--- config.mk ---
export PLATFORM = sky130hd
export DESIGN_NAME = udp_rx_port_router
export DESIGN_NICKNAME = d
export VERILOG_FILES = /design/src/rtl/udp_rx_port_router.sv
export SDC_FILE = /design/constraint.sdc
export NUM_CORES = 1
export LEC_CHECK = 0
export ABC_AREA = 0
export BUFFER_PORTS_ARGS = -buffer_cell sky130_fd_sc_hd__buf_2
export CORE_MARGIN = 10
export CORE_UTILIZATION = 45
export CTS_CLUSTER_SIZE = 30
export DETAILED_ROUTE_END_ITERATION = 8
export HOLD_SLACK_MARGIN = 0.02
export PLACE_DENSITY_LB_ADDON = 0.15
export SETUP_SLACK_MARGIN = 0.2
export SYNTH_ARGS = -nofsm -noshare
export SYNTH_HDL_FRONTEND = slang
export SYNTH_SLANG_ARGS = --single-unit
export TNS_END_PERCENT = 100
--- constraint.sdc ---
create_clock -name logic_clk -period 2.79 [get_ports logic_clk]
set_input_delay 0.4185 -clock logic_clk [delete_from_list [all_inputs] [get_ports logic_clk]]
set_output_delay 0.4185 -clock logic_clk [all_outputs]
set_load 0.02 [all_outputs]
--- src/rtl/udp_rx_port_router.sv ---
// UDP receive port router: matches each header's destination port against the
// configured channel ports, then steers or drains the payload that follows.
module udp_rx_port_router #(
  parameter int N_PORTS = 4,
  parameter int CNT_W   = 32
) (
  input  logic                   logic_clk,
  input  logic                   logic_rst,
  input  logic [16*N_PORTS-1:0]  cfg_port,
  input  logic [N_PORTS-1:0]     cfg_en,
  input  logic                   udp_hdr_valid,
  input  logic [15:0]            udp_dest_port,
  input  logic [15:0]            udp_length,
  input  logic [7:0]             udp_payload_axis_tdata,
  input  logic                   udp_payload_axis_tvalid,
  input  logic                   udp_payload_axis_tlast,
  input  logic                   udp_payload_axis_tuser,
  output logic                   udp_rx_ready,
  output logic [7:0]             m_axis_tdata,
  output logic [N_PORTS-1:0]     m_axis_tvalid,
  input  logic [N_PORTS-1:0]     m_axis_tready,
  output logic                   m_axis_tlast,
  output logic                   m_axis_tuser,
  output logic [2:0]             m_chan,
  output logic [15:0]            m_udp_length,
  output logic                   busy,
  output logic [CNT_W-1:0]       drop_count,
  output logic [CNT_W-1:0]       stray_count
);

  typedef enum logic [1:0] {IDLE, MATCH, FWD, DROP} state_t;

  state_t      state, state_next;
  logic [15:0] dest_port;
  logic        match_hit;
  logic [2:0]  match_idx;
  logic        has_payload;

  assign m_axis_tdata = udp_payload_axis_tdata;
  assign m_axis_tlast = udp_payload_axis_tlast;
  assign m_axis_tuser = udp_payload_axis_tuser;
  assign busy         = (state != IDLE);
  assign has_payload  = (m_udp_length > 16'd8);

  // Scanning downward lets the lowest matching index overwrite higher ones.
  always_comb begin
    match_hit = 1'b0;
    match_idx = '0;
    for (int i = N_PORTS - 1; i >= 0; i--) begin
      if (cfg_en[i] && (cfg_port[16*i +: 16] == dest_port)) begin
        match_hit = 1'b1;
        match_idx = 3'(i);
      end
    end
  end

  always_comb begin
    // NOTE: every output gets a default first so no path can infer a latch.
    state_next    = state;
    udp_rx_ready  = 1'b0;
    m_axis_tvalid = '0;
    case (state)
      IDLE: begin
        udp_rx_ready = 1'b1;
        if (udp_hdr_valid) state_next = MATCH;
      end
      MATCH: begin
        if (!has_payload)   state_next = IDLE;
        else if (match_hit) state_next = FWD;
        else                state_next = DROP;
      end
      FWD: begin
        for (int i = 0; i < N_PORTS; i++) begin
          if (m_chan == 3'(i)) begin
            udp_rx_ready     = m_axis_tready[i];
            m_axis_tvalid[i] = udp_payload_axis_tvalid;
          end
        end
        if (udp_payload_axis_tvalid && udp_rx_ready && udp_payload_axis_tlast)
          state_next = IDLE;
      end
      DROP: begin
        udp_rx_ready = 1'b1;
        if (udp_payload_axis_tvalid && udp_payload_axis_tlast) state_next = IDLE;
      end
      default: state_next = IDLE;
    endcase
  end

  always_ff @(posedge logic_clk or posedge logic_rst) begin
    if (logic_rst) begin
      state        <= IDLE;
      dest_port    <= '0;
      m_chan       <= '0;
      m_udp_length <= '0;
      drop_count   <= '0;
      stray_count  <= '0;
    end else begin
      // NOTE: non-blocking assignments so every register samples pre-edge values.
      state <= state_next;
      if (state == IDLE && udp_hdr_valid) begin
        dest_port    <= udp_dest_port;
        m_udp_length <= udp_length;
      end
      if (state == IDLE && udp_payload_axis_tvalid && (stray_count != '1))
        stray_count <= stray_count + 1'b1;
      if (state == MATCH && has_payload) begin
        if (match_hit)                m_chan     <= match_idx;
        else if (drop_count != '1)    drop_count <= drop_count + 1'b1;
      end
    end
  end

endmodule
## Yosys cells after proc, flatten, opt, wreduce, memory -nomap -nowiden

Index checks and enable logic that the tools add are counted.

| word-level totals | value |
|---|---|
| register bits after elaboration | 101 |
| bits in writable memories | 0 |
| output and inout bits | 99 |
| memories | 0 |
| bits in latches | 0 |
| ROM bits | 0 |

| operators by class | value |
|---|---|
| multiply operators | 0 |
| reductions and logical operators | 18 |
| divide/modulo/power cells | 0 |
| equality and inequality tests | 15 |
| shift-type cells | 0 |
| bitwise operators | 1 |
| mux-type cells | 25 |
| order comparisons | 1 |
| add/subtract/negate cells | 2 |

Operators with widths:

| cell | number |
|---|---|
| $add 32x1->32 const B | 2 |
| $eq 16x16->1 | 4 |
| $ne 32x32->1 const B | 2 |
| $gt 16x4->1 const B | 1 |
| $mux 1 | 14 |
| $logic_and 1x1->1 | 11 |
| $mux 2 | 5 |
| $mux 3 | 3 |
| $pmux 2 s4 | 1 |
| $eq 3x2->1 const B | 2 |
| $ne 2x2->1 const B | 3 |
| $reduce_and 3->1 | 2 |
| $eq 2x2->1 const B | 2 |
| $mux 4 | 1 |
| $eq 3x1->1 const B | 1 |
| $logic_not 3->1 | 1 |
| $eq 2x1->1 const B | 1 |
| $logic_not 2->1 | 1 |
| $pmux 1 s2 | 1 |
| $reduce_and 2->1 | 1 |
| $reduce_bool 2->1 | 1 |
| $reduce_or 2->1 | 1 |
| $not 1->1 | 1 |

## Longest topological paths before layout

Gate-level depths: netlist of the first run.

| logic depth | value |
|---|---|
| depth in word-level cells | 10 |
| mapped depth | 10 |
| gate-level depth less buffers | 9 |

## Worst setup path after synthesis of the first run

No wires, ideal clock.

| timing | value |
|---|---|
| kind | flip-flop to flip-flop |
| start | reg drop_count[0] |
| end | reg drop_count[1] |
| library setup time | 128 ps |
| slack | -28 ps |
| path buffers | 2 |
| stages on the path, launching flop included | 10 |
| data arrival time | 2,690 ps |
| required time | 2,662 ps |
| cell sequence | dfrtp_1 -> ha_1 -> nand2_1 -> or4_4 -> buf_6 -> or4_4 -> and2_1 -> nand3_2 -> buf_6 -> mux2_1 |

| on the way | value |
|---|---|
| longest elaborated chain between the ends | 2 |
| elaborated cells between the ends (all ways) | 3 |
| classes of those cells | add/sub (1); eq/ne (1); reduce/logical (1) |

RTL lines:

| what | line | text |
|---|---|---|
| start: declaration | 27 | `output logic [CNT_W-1:0] drop_count,` |
| start signal: assignment | 109 | `else if (drop_count != '1) drop_count <= drop_count + 1'b1;` |
| parallel branches: the longest is 2 deep, another holds $add 32x1->32 | - |  |

Several ways; the timed one is not identified.
A chain may end at the register's enable or synchronous reset.

## Worst setup path in the final report of the first run

| timing | value |
|---|---|
| start | reg drop_count[0] |
| end | reg drop_count[6] |

The elaborated chain is that of the path after synthesis.

==> impl_metrics.sql, run 1 <==
INSERT INTO impl_metrics (metric_group, metric, value, unit) VALUES
('flow_run', 'max_cap_violations', '0', ''),
('global_route', 'pin_count_of_the_biggest_net_entering_global_routing', '62', ''),
('global_route', 'busiest_layer', 'met2', ''),
('logic_synthesis', 'dominant_combinational_cell_family_by_area_after_synthesis', 'simple AND/OR/NAND/NOR gates', ''),
('place', 'gp_routability_congestion', '0.921', ''),
('floorplan', 'chipHeight', '132', 'µm'),
('detailed_routing', 'detail_route.wl_per_cell', '18.5', 'µm'),
('layout', 'postLayoutCellArea', '7070', 'µm²'),
('floorplan', 'initial_core_util', '46.2', '%'),
('pwr', 'p_switching', '2.29', 'mW'),
('clock_network', 'cts.sinks', '100', ''),
('setup_path', 'reg2reg_to', 'drop_count[6]$_DFFE_PP0P_', ''),
('layout', 'area_growth', '26.4', '%'),
('pwr', 'vdd_drop_max', '0.662', 'mV'),
('global_route', 'grtUsageMet1', '22.6', '%'),
('logic_synthesis', 'avgSynthCellArea', '10.3', 'µm²'),
('sta', 'finalMaxSlewViolations', '0', ''),
('clock_network', 'path_clk_slew', '0.07', 'ns'),
('logic_synthesis', 'synth-seq-cells', '100', ''),
('setup_path', 'critPathBufInv', '0', ''),
('sta', 'post-route-min-period', '2.46', 'ns'),
('clock_network', 'tritoncts', 'built', ''),
('sta', 'hold_violations', '0', ''),
('global_route', 'grt_first_pass_wirelength', '26500', 'µm'),
('setup_path', 'rr_startpoint', 'drop_count[0]$_DFFE_PP0P_', ''),
('logic_synthesis', 'synth_area', '5600', 'µm²'),
('pwr', 'netSwitchingFraction', '39.0', '%'),
('clock_network', 'cts_buffer_depth', '2', ''),
('logic_synthesis', 'portion_of_the_post_synthesis_area_used_by_sequential_elements', '44.7', '%'),
('detailed_routing', 'remaining_drc_errors', '0', ''),
('logic_synthesis', 'synth.top_cell.area_share', '44.7', '%'),
('global_route', 'gr-usage-met3', '7.28', '%'),
('layout', 'drive_above_1_share', '38.5', '%'),
('clock_network', 'cts_hold_buffers', '0', ''),
('logic_synthesis', 'count_of_flip_flops_with_a_built_in_enable_after_synthesis', '0', ''),
('setup_path', 'endpoint', 'drop_count[6]$_DFFE_PP0P_', ''),
('place', 'post-dp-hpwl', '13500', 'µm'),
('setup_path', 'critPathLaunch', 'drop_count[0]$_DFFE_PP0P_', ''),
('detailed_routing', 'drt_wl_total', '16700', 'µm'),
('detailed_routing', 'dr_total_vias', '4710', ''),
('clock_network', 'cts.htree.levels', '3', ''),
('sta', 'fin_crit_sh', '88.1', '%'),
('logic_synthesis', 'synth_top_cells_by_area', 'sky130_fd_sc_hd__dfrtp_1 45%, sky130_fd_sc_hd__xnor2_1 13%, sky130_fd_sc_hd__xor2_1 6.7%, sky130_fd_sc_hd__mux2_2 6.6%, sky130_fd_sc_hd__nand4_1 3.9%', ''),
('setup_path', 'worst-setup-path-type', 'flip-flop to flip-flop', ''),
('floorplan', 'floorplan.die.width', '132', 'µm'),
('setup_path', 'timing.reg2reg.worst_path_depth', '8', ''),
('logic_synthesis', 'yosysTopAreaCell', 'sky130_fd_sc_hd__dfrtp_1', ''),
('logic_synthesis', 'synth_xor_area_share', '19.4', '%'),
('global_route', 'total_global_routing_overflow', '0', ''),
('setup_path', 'worstSetupStartpointType', 'flip-flop', ''),
('sta', 'rsz_0062_raised_after_global_routing', 'no', ''),
('floorplan', 'io_pins', '217', ''),
('clock_network', 'numCtsBuffers', '9', ''),
('global_route', 'grt_antenna_before_repair', '2', ''),
('logic_synthesis', 'netlist-cell-type-count', '48', ''),
('sta', 'clock.fmax', '407', 'MHz'),
('place', 'numPortBuffers', '197', ''),
('setup_path', 'worst-r2r-setup-slack', '0.33', 'ns'),
('clock_network', 'clockRootBuffer', 'sky130_fd_sc_hd__clkbuf_16', ''),
('setup_path', 'crit_path_top_delay_cell', 'sky130_fd_sc_hd__or4_4', ''),
('sta', 'worst_slew_pin_slew', '0.712', 'ns'),
('floorplan', 'core_region_area', '12100', 'µm²'),
('detailed_routing', 'initialDrtViolationCount', '254', ''),
('logic_synthesis', 'yosys-mux-area-fraction', '7.24', '%'),
('layout', 'design.final.nets', '855', ''),
('min_path', 'hp-class', 'input port to asynchronous set/reset pin', ''),
('place', 'placed_area', '6680', 'µm²'),
('pwr', 'power_frac_comb', '38.8', '%'),
('status', 'outcome', 'complete, no violations', ''),
('logic_synthesis', 'synthCells', '546', ''),
('global_route', 'global_route.usage.total', '18.8', '%');
per-layer routing:
| metal | up-vias | part of all wire (%) | wire length, µm |
|---|---|---|---|
| li1 | 2254 | - | - |
| met4 | 0 | 2.4 | 405 |
| met1 | 2245 | 42 | 6940 |
| met2 | 177 | 47 | 7780 |
| met3 | 34 | 9.4 | 1580 |
| met5 | - | 0 | 0 |
synth_stat cells, types with 3 or more instances:
cell type                  number
sky130_fd_sc_hd__a21oi_1        7
sky130_fd_sc_hd__a31oi_1        3
sky130_fd_sc_hd__and3_1         5
sky130_fd_sc_hd__and4_1         5
sky130_fd_sc_hd__buf_1          3
sky130_fd_sc_hd__buf_4         11
sky130_fd_sc_hd__buf_6          3
sky130_fd_sc_hd__clkbuf_1      18
sky130_fd_sc_hd__dfrtp_1      100
sky130_fd_sc_hd__ha_1           7
sky130_fd_sc_hd__inv_1         21
sky130_fd_sc_hd__mux2_2        33
sky130_fd_sc_hd__nand2_1       31
sky130_fd_sc_hd__nand3_1       28
sky130_fd_sc_hd__nand4_1       35
sky130_fd_sc_hd__nor2_1        29
sky130_fd_sc_hd__nor3_1        31
sky130_fd_sc_hd__nor4_1        11
sky130_fd_sc_hd__or2_2          4
sky130_fd_sc_hd__or3_1          4
sky130_fd_sc_hd__xnor2_1       81
sky130_fd_sc_hd__xor2_1        43
sequential cells by signal (all words and copies together) (netlist names):
signal,count
m_udp_length,16
m_chan,2
state,2
stray_count,32
dest_port,16
drop_count,32
layout by cell type, fill, tap and decap left out, drive strengths merged, types with 11 or more instances in the layout:
cell,netlist,final
buf,18,208
nor4,11,11
xnor2,81,81
nor3,31,31
inv,21,23
mux2,34,34
nor2,29,29
xor2,43,43
nand3,29,30
clkbuf,18,11
nand2,31,31
dfrtp,100,100
nand4,36,36
power groups by stage:
stage | combinational, mW | clock (mW) | sequential (mW)
finish | 2.28 | 1.31 | 2.28
global route | 2.51 | 1.42 | 2.35
detailed placement | 2.21 | 0 | 2.31
CTS | 2.22 | 1.35 | 2.29
floorplan | 1.62 | 0 | 2.26
global placement | 2.18 | 0 | 2.29
worst min path at each step:
| stage | start | slack, ns | endpoint | cells past startpoint |
|---|---|---|---|---|
| detailed placement | stray_count[31]$_DFFE_PP0P_ | 0.48 | stray_count[31]$_DFFE_PP0P_ | 1 |
| floorplan | state[1]$_DFFE_PP0P_ | 0.56 | state[1]$_DFFE_PP0P_ | 2 |
| CTS | logic_rst | 0.16 | dest_port[11]$_DFFE_PP0P_ | 2 |
| finish | logic_rst | 0.15 | dest_port[11]$_DFFE_PP0P_ | 2 |
| global route | logic_rst | 0.18 | stray_count[3]$_DFFE_PP0P_ | 2 |
| global placement | drop_count[25]$_DFFE_PP0P_ | 0.48 | drop_count[25]$_DFFE_PP0P_ | 1 |
kinds of logic (layout without fill, tap and decap cells):
| group | count (synthesis) | in the layout |
|---|---|---|
| AND/OR/NAND/NOR | 200 | 201 |
| XOR/XNOR | 124 | 124 |
| flip-flops | 100 | 100 |
| buffers and inverters | 57 | 245 |
| multiplexers | 35 | 35 |
| AO/OA/AOI/OAI | 22 | 22 |
| adder cells (fa/ha/maj) | 7 | 7 |
| other | 1 | 2 |
metrics by stage:
step | hold WS, ns | instances | total power [mW] | util [%] | setup slack (ns)
after floorplan | 0.562 | 546 | 3.88 | - | 0.201
after global placement | 0.475 | 880 | 4.47 | 55.2 | 0.276
after detailed placement | 0.485 | 880 | 4.52 | 55.2 | 0.224
after CTS | 0.161 | 896 | 5.86 | 57.8 | 0.210
after global routing | 0.183 | 904 | 6.27 | 58.4 | 0.241
final | 0.147 | 904 | 5.87 | 58.4 | 0.332
cell type report:
class / count / area [µm²]
fillers: 1075 / 5040
multi-input cells: 390 / 2870
flip-flops and latches: 100 / 2510
repair buffers: 208 / 1080
clock buffers: 11 / 253
well taps: 168 / 210
inverters: 21 / 82.6
clock inverters: 5 / 63.8
diodes: 1 / 2.50
repair_timing:
action | 4_1_cts | 5_1_grt
endpoints found under the setup margin | 0 | 24
gates resized for setup | 0 | 3
buffers inserted | 0 | 6
(Power assumes the default switching activity.)
==> inputs of run 2 (changes only) <==
RECOVER_POWER = 100   (was unset)
==> impl_metrics.sql, run 2 (same netlist as run 1, synthesis figures left out) <==
INSERT INTO impl_metrics (metric_group, metric, value, unit) VALUES
('setup_path', 'critPathLaunch', 'drop_count[0]$_DFFE_PP0P_', ''),
('flow_run', 'max_cap_violations', '0', ''),
('global_route', 'pin_count_of_the_biggest_net_entering_global_routing', '62', ''),
('setup_path', 'critical_path_arrival', '2.76', 'ns'),
('min_path', 'hp-class', 'input port to flip-flop', ''),
('status', 'outcome', 'complete, no violations', ''),
('layout', 'design.final.nets', '855', ''),
('floorplan', 'core_region_area', '12100', 'µm²'),
('sta', 'setup_viol_count_final', '0', ''),
('place', 'post-dp-hpwl', '13500', 'µm'),
('sta', 'slew-limit-headroom', '15.8', '%'),
('clock_network', 'cts.sinks', '100', ''),
('clock_network', 'cts_hold_buffers', '0', ''),
('setup_path', 'worst-setup-path-type', 'flip-flop to flip-flop', ''),
('clock_network', 'path_clk_slew', '0.07', 'ns'),
('layout', 'drive_above_1_share', '25.6', '%'),
('clock_network', 'numCtsBuffers', '9', ''),
('sta', 'post-route-min-period', '2.52', 'ns'),
('global_route', 'first_global_vias', '5020', ''),
('clock_network', 'cts_buffer_depth', '2', ''),
('place', 'numPortBuffers', '197', ''),
('setup_path', 'worst-r2r-setup-slack', '0.27', 'ns'),
('place', 'gp_routability_congestion', '0.921', ''),
('sta', 'hold_violations', '0', ''),
('detailed_routing', 'drt-met1-wl', '6960', 'µm'),
('sta', 'finalMaxSlewViolations', '0', ''),
('global_route', 'grt_antenna_before_repair', '2', ''),
('setup_path', 'worstSetupStartpointType', 'flip-flop', ''),
('sta', 'worst_hold_slack_across_all_endpoints', '0.297', 'ns'),
('detailed_routing', 'met3WireLength', '1560', 'µm'),
('setup_path', 'reg2reg_to', 'drop_count[1]$_DFFE_PP0P_', ''),
('floorplan', 'floorplan.die_area', '17300', 'µm²'),
('layout', 'area_growth', '23.6', '%'),
('sta', 'fin_crit_sh', '90.2', '%'),
('pwr', 'power_per_cell_area', '838', 'nW/µm²'),
('setup_path', 'endpoint', 'drop_count[1]$_DFFE_PP0P_', ''),
('detailed_routing', 'detail_route.wl_per_cell', '18.5', 'µm'),
('pwr', 'vdd_drop_max', '0.631', 'mV'),
('clock_network', 'cts.htree.levels', '3', ''),
('floorplan', 'floorplan.die.width', '132', 'µm'),
('floorplan', 'chipHeight', '132', 'µm'),
('sta', 'setup_tns', '0', 'ns'),
('pwr', 'static-leakage-power', '3.03', 'nW'),
('sta', 'worst_slew_pin_slew', '1.26', 'ns'),
('detailed_routing', 'highest-signal-layer', 'met4', ''),
('sta', 'worst_clock_skew_on_the_final_layout', '0.0125', 'ns'),
('clock_network', 'clockRootBuffer', 'sky130_fd_sc_hd__clkbuf_16', ''),
('setup_path', 'rr_startpoint', 'drop_count[0]$_DFFE_PP0P_', ''),
('detailed_routing', 'drt_pass1_iterations', '5', ''),
('detailed_routing', 'wl_met2', '7830', 'µm'),
('setup_path', 'cp.required', '3.03', 'ns'),
('setup_path', 'crit_fanout', '12', ''),
('floorplan', 'initial_core_util', '46.2', '%'),
('floorplan', 'io_pins', '217', ''),
('detailed_routing', 'dr_total_vias', '4708', ''),
('detailed_routing', 'initialDrtViolationCount', '287', ''),
('layout', 'leading_cell_type_in_the_layout_fill_and_taps_excluded', 'sky130_fd_sc_hd__buf_2', ''),
('floorplan', 'placement_rows', '40', ''),
('setup_path', 'setup.worst_path.end_class', 'flip-flop', ''),
('clock_network', 'insertion_delay', '0.35', 'ns'),
('layout', 'final_cell_mix', '110 x sky130_fd_sc_hd__buf_2, 98 x sky130_fd_sc_hd__dfrtp_1, 90 x sky130_fd_sc_hd__clkbuf_1', ''),
('global_route', 'global_route.usage.total', '18.8', '%'),
('detailed_routing', 'via_per_inst', '5.21', ''),
('setup_path', 'timing.reg2reg.worst_path_depth', '7', ''),
('global_route', 'total_global_routing_overflow', '0', ''),
('detailed_routing', 'drt_wl_total', '16700', 'µm'),
('sta', 'rsz_0062_raised_after_global_routing', 'no', ''),
('detailed_routing', 'drt.antenna.violating_nets', '0', ''),
('clock_network', 'tritoncts', 'built', ''),
('sta', 'clock.fmax', '397', 'MHz'),
('detailed_routing', 'remaining_drc_errors', '0', ''),
('layout', 'reg_top3', 'drop_count (32), stray_count (32)', ''),
('place', 'placed_area', '6680', 'µm²'),
('global_route', 'grt_first_pass_wirelength', '26500', 'µm'),
('layout', 'postLayoutCellArea', '6920', 'µm²');
[run 2: layout make-up]
| cell class | count | area [µm²] |
|---|---|---|
| timing repair buffer | 208 | 958 |
| tap | 168 | 210 |
| sequential | 100 | 2500 |
| clock inverter | 5 | 63.8 |
| antenna | 1 | 2.50 |
| inverter | 21 | 80.1 |
| clock buffer | 11 | 253 |
| fill | 1112 | 5190 |
| multi-input combinational | 390 | 2850 |
[run 2: critical path: stages, from the launching register on]
cell and delay (ns):
sky130_fd_sc_hd__dfrtp_2 0.41, sky130_fd_sc_hd__ha_4 0.16, sky130_fd_sc_hd__nand2_2 0.07, sky130_fd_sc_hd__or4_4 0.57
sky130_fd_sc_hd__or4_4 0.44, sky130_fd_sc_hd__and2_4 0.19, sky130_fd_sc_hd__nand3_2 0.23, sky130_fd_sc_hd__mux2_4 0.33
[run 2: worst min path at each step]
| stage | cells past startpoint | startpoint | endpoint | slack [ns] |
|---|---|---|---|---|
| 2_1_floorplan | 2 | state[1]$_DFFE_PP0P_ | state[1]$_DFFE_PP0P_ | 0.56 |
| 3_3_place_gp | 1 | drop_count[25]$_DFFE_PP0P_ | drop_count[25]$_DFFE_PP0P_ | 0.48 |
| 3_5_place_dp | 1 | stray_count[31]$_DFFE_PP0P_ | stray_count[31]$_DFFE_PP0P_ | 0.48 |
| 4_1_cts | 2 | logic_rst | dest_port[11]$_DFFE_PP0P_ | 0.16 |
| 5_1_grt | 2 | udp_length[2] | m_udp_length[2]$_DFFE_PP0P_ | 0.30 |
| 6_report | 2 | udp_length[3] | m_udp_length[3]$_DFFE_PP0P_ | 0.30 |
[run 2: metal layers]
metal | up-vias | global-route usage [%]
met1 | 2220 | 22.6
met3 | 32 | 7.28
met2 | 202 | 29.8
li1 | 2254 | -
met4 | 0 | 7.48
met5 | - | 0
[run 2: repair_timing]
item	4_1_cts	5_1_grt
gates resized for setup	0	3
setup buffers	0	6
setup endpoints to repair	0	24
[run 2: report_power, final]
part	internal (mW)	switching (mW)
registers	1.78	0.495
clock network	0.754	0.560
logic	0.977	1.23
[run 2: per-stage QoR]
| step | worst slack [ns] | cells | total power [mW] | util [%] |
|---|---|---|---|---|
| 2_1_floorplan | 0.201 | 546 | 3.88 | - |
| 3_3_place_gp | 0.276 | 880 | 4.47 | 55.2 |
| 3_5_place_dp | 0.224 | 880 | 4.52 | 55.2 |
| 4_1_cts | 0.210 | 896 | 5.86 | 57.8 |
| 5_1_grt | 0.133 | 904 | 6.19 | 57.1 |
| 6_report | 0.272 | 904 | 5.80 | 57.1 |
==> inputs of run 3 (changes only) <==
CORE_ASPECT_RATIO = 1.4   (was unset)
==> impl_metrics.sql, run 3 (same netlist as run 1, synthesis figures left out) <==
INSERT INTO impl_metrics (metric_group, metric, value, unit) VALUES
('status', 'outcome', 'finished, violations left', ''),
('status', 'failed_checks', 'max-capacitance violations, max-slew violations', ''),
('global_route', 'grt_antenna_before_repair', '1', ''),
('layout', 'reg_top3', 'drop_count (32), stray_count (32)', ''),
('layout', 'finalNonFillerCells', '888', ''),
('floorplan', 'floorplan.die_area', '17400', 'µm²'),
('detailed_routing', 'initialDrtViolationCount', '141', ''),
('setup_path', 'worst-r2r-setup-slack', '0.27', 'ns'),
('sta', 'slew-limit-headroom', '-5.23', '%'),
('layout', 'final_cell_mix', '109 x sky130_fd_sc_hd__buf_2, 97 x sky130_fd_sc_hd__clkbuf_1, 97 x sky130_fd_sc_hd__dfrtp_1', ''),
('detailed_routing', 'drt_wl_total', '16300', 'µm'),
('detailed_routing', 'via_per_inst', '5.29', ''),
('clock_network', 'insertion_delay', '0.34', 'ns'),
('floorplan', 'placement_rows', '48', ''),
('layout', 'finalCoreUtilization', '56.5', '%'),
('layout', 'leading_cell_type_in_the_layout_fill_and_taps_excluded', 'sky130_fd_sc_hd__buf_2', ''),
('clock_network', 'cts_hold_buffers', '0', ''),
('setup_path', 'worstPathCellList', 'nand4_1 -> or3_1 -> or4_1 -> nor4b_1 -> and3_1 -> and4_4 -> xor2_1', ''),
('pwr', 'vdd_drop_max', '0.534', 'mV'),
('place', 'placed_cells', '866', ''),
('sta', 'setup_viol_count_final', '0', ''),
('sta', 'worst_hold_slack_across_all_endpoints', '0.243', 'ns'),
('setup_path', 'reg2reg_to', 'drop_count[28]$_DFFE_PP0P_', ''),
('floorplan', 'chipHeight', '152', 'µm'),
('global_route', 'total_global_routing_overflow', '0', ''),
('setup_path', 'endpoint', 'drop_count[28]$_DFFE_PP0P_', ''),
('clock_network', 'numCtsBuffers', '9', ''),
('setup_path', 'timing.reg2reg.worst_path_depth', '7', ''),
('place', 'dpl_worst_slack', '0.226', 'ns'),
('sta', 'post-route-min-period', '2.52', 'ns'),
('sta', 'setup_slack', '0.268', 'ns'),
('floorplan', 'io_pins', '217', ''),
('place', 'post-dp-hpwl', '13200', 'µm'),
('setup_path', 'cp_slowest_stage_delay', '0.55', 'ns'),
('setup_path', 'critical_path_arrival', '2.74', 'ns'),
('layout', 'antenna_cells', '0', ''),
('detailed_routing', 'drt_pass1_iterations', '4', ''),
('detailed_routing', 'remaining_drc_errors', '0', ''),
('setup_path', 'crit_path_top_delay_cell', 'sky130_fd_sc_hd__or4_1', ''),
('detailed_routing', 'detail_route.wl_per_cell', '18.3', 'µm'),
('clock_network', 'path_clk_slew', '0.07', 'ns'),
('global_route', 'grt_first_pass_wirelength', '25900', 'µm'),
('sta', 'worst_slew_pin_slew', '1.58', 'ns'),
('place', 'placed_area', '6690', 'µm²'),
('sta', 'worst_clock_skew_on_the_final_layout', '0.00991', 'ns'),
('sta', 'rsz_0062_raised_after_global_routing', 'no', ''),
('setup_path', 'crit_fanout', '6', ''),
('setup_path', 'cp.required', '3.01', 'ns'),
('place', 'numPortBuffers', '197', ''),
('global_route', 'first_global_vias', '5135', ''),
('layout', 'drive_above_1_share', '24.8', '%'),
('setup_path', 'worst-setup-path-type', 'flip-flop to flip-flop', ''),
('sta', 'finalMaxSlewViolations', '30', ''),
('flow_run', 'max_cap_violations', '1', ''),
('pwr', 'design_power_total', '5.90', 'mW'),
('floorplan', 'core_region_area', '12300', 'µm²'),
('floorplan', 'floorplan.die.width', '114', 'µm'),
('sta', 'hold_violations', '0', ''),
('floorplan', 'initial_core_util', '45.7', '%'),
('pwr', 'power_per_cell_area', '852', 'nW/µm²'),
('layout', 'postLayoutCellArea', '6920', 'µm²'),
('clock_network', 'cts_buffer_depth', '2', ''),
('place', 'gp_routability_congestion', '0.866', ''),
('global_route', 'pin_count_of_the_biggest_net_entering_global_routing', '33', ''),
('clock_network', 'clockRootBuffer', 'sky130_fd_sc_hd__clkbuf_16', ''),
('setup_path', 'rr_startpoint', 'drop_count[14]$_DFFE_PP0P_', ''),
('layout', 'area_growth', '23.7', '%'),
('clock_network', 'cts.htree.levels', '3', ''),
('setup_path', 'worstSetupStartpointType', 'flip-flop', ''),
('pwr', 'static-leakage-power', '3.04', 'nW'),
('detailed_routing', 'drt.antenna.violating_nets', '0', ''),
('clock_network', 'tritoncts', 'built', ''),
('clock_network', 'cts.sinks', '100', ''),
('setup_path', 'setup.worst_path.end_class', 'flip-flop', ''),
('detailed_routing', 'dr_total_vias', '4698', ''),
('layout', 'design.final.nets', '858', ''),
('sta', 'fin_crit_sh', '90.4', '%'),
('min_path', 'hp-class', 'input port to asynchronous set/reset pin', ''),
('global_route', 'global_route.usage.total', '18.2', '%'),
('setup_path', 'critPathLaunch', 'drop_count[14]$_DFFE_PP0P_', ''),
('sta', 'setup_tns', '0', 'ns'),
('sta', 'clock.fmax', '397', 'MHz');
[run 3: cell types whose count changed in the layout (fill, tap and decap cells not counted), sizes merged]
cell	before	now
inv	23	21
diode	1	0
buf	117	115
bufinv	1	3
clkbuf	102	107
[run 3: final cells by class]
cell class	count	area, µm²
Clock buffer	11	233
Clock inverter	5	109
Fill cell	1175	5330
Inverter	21	80.1
Multi-Input combinational cell	390	2860
Sequential cell	100	2510
Tap cell	150	188
Timing Repair Buffer	211	952
[run 3: where the power goes]
part	internal, mW	switching (mW)
sequential	1.78	0.495
clock	0.884	0.543
combinational	0.981	1.21
[run 3: worst min path at each step]
stage / end
global route: m_udp_length[1]$_DFFE_PP0P_
detailed placement: stray_count[31]$_DFFE_PP0P_
CTS: drop_count[2]$_DFFE_PP0P_
global placement: drop_count[25]$_DFFE_PP0P_
finish: drop_count[3]$_DFFE_PP0P_
floorplan: state[1]$_DFFE_PP0P_
[run 3: layer usage]
metal | GRT usage (%) | wire length, µm | up-vias
met2 | 31.4 | 8270 | 170
met1 | 19.7 | 6280 | 2250
met3 | 7.13 | 1440 | 18
li1 | - | - | 2258
met5 | 0 | 13 | -
met4 | 5.57 | 267 | 2
[run 3: timing repair]
item	CTS	global route
resized for setup	0	2
setup buffers	0	5
hold endpoints to repair	0	0
endpoints found under the setup margin	0	24
[run 3: critical path, delay by kind of cell (launching register included)]
family	cells	cell delay, ns
DFF	1	0.45
xor gates and xnor gates	1	0.14
and+or+nand+nor	6	1.82
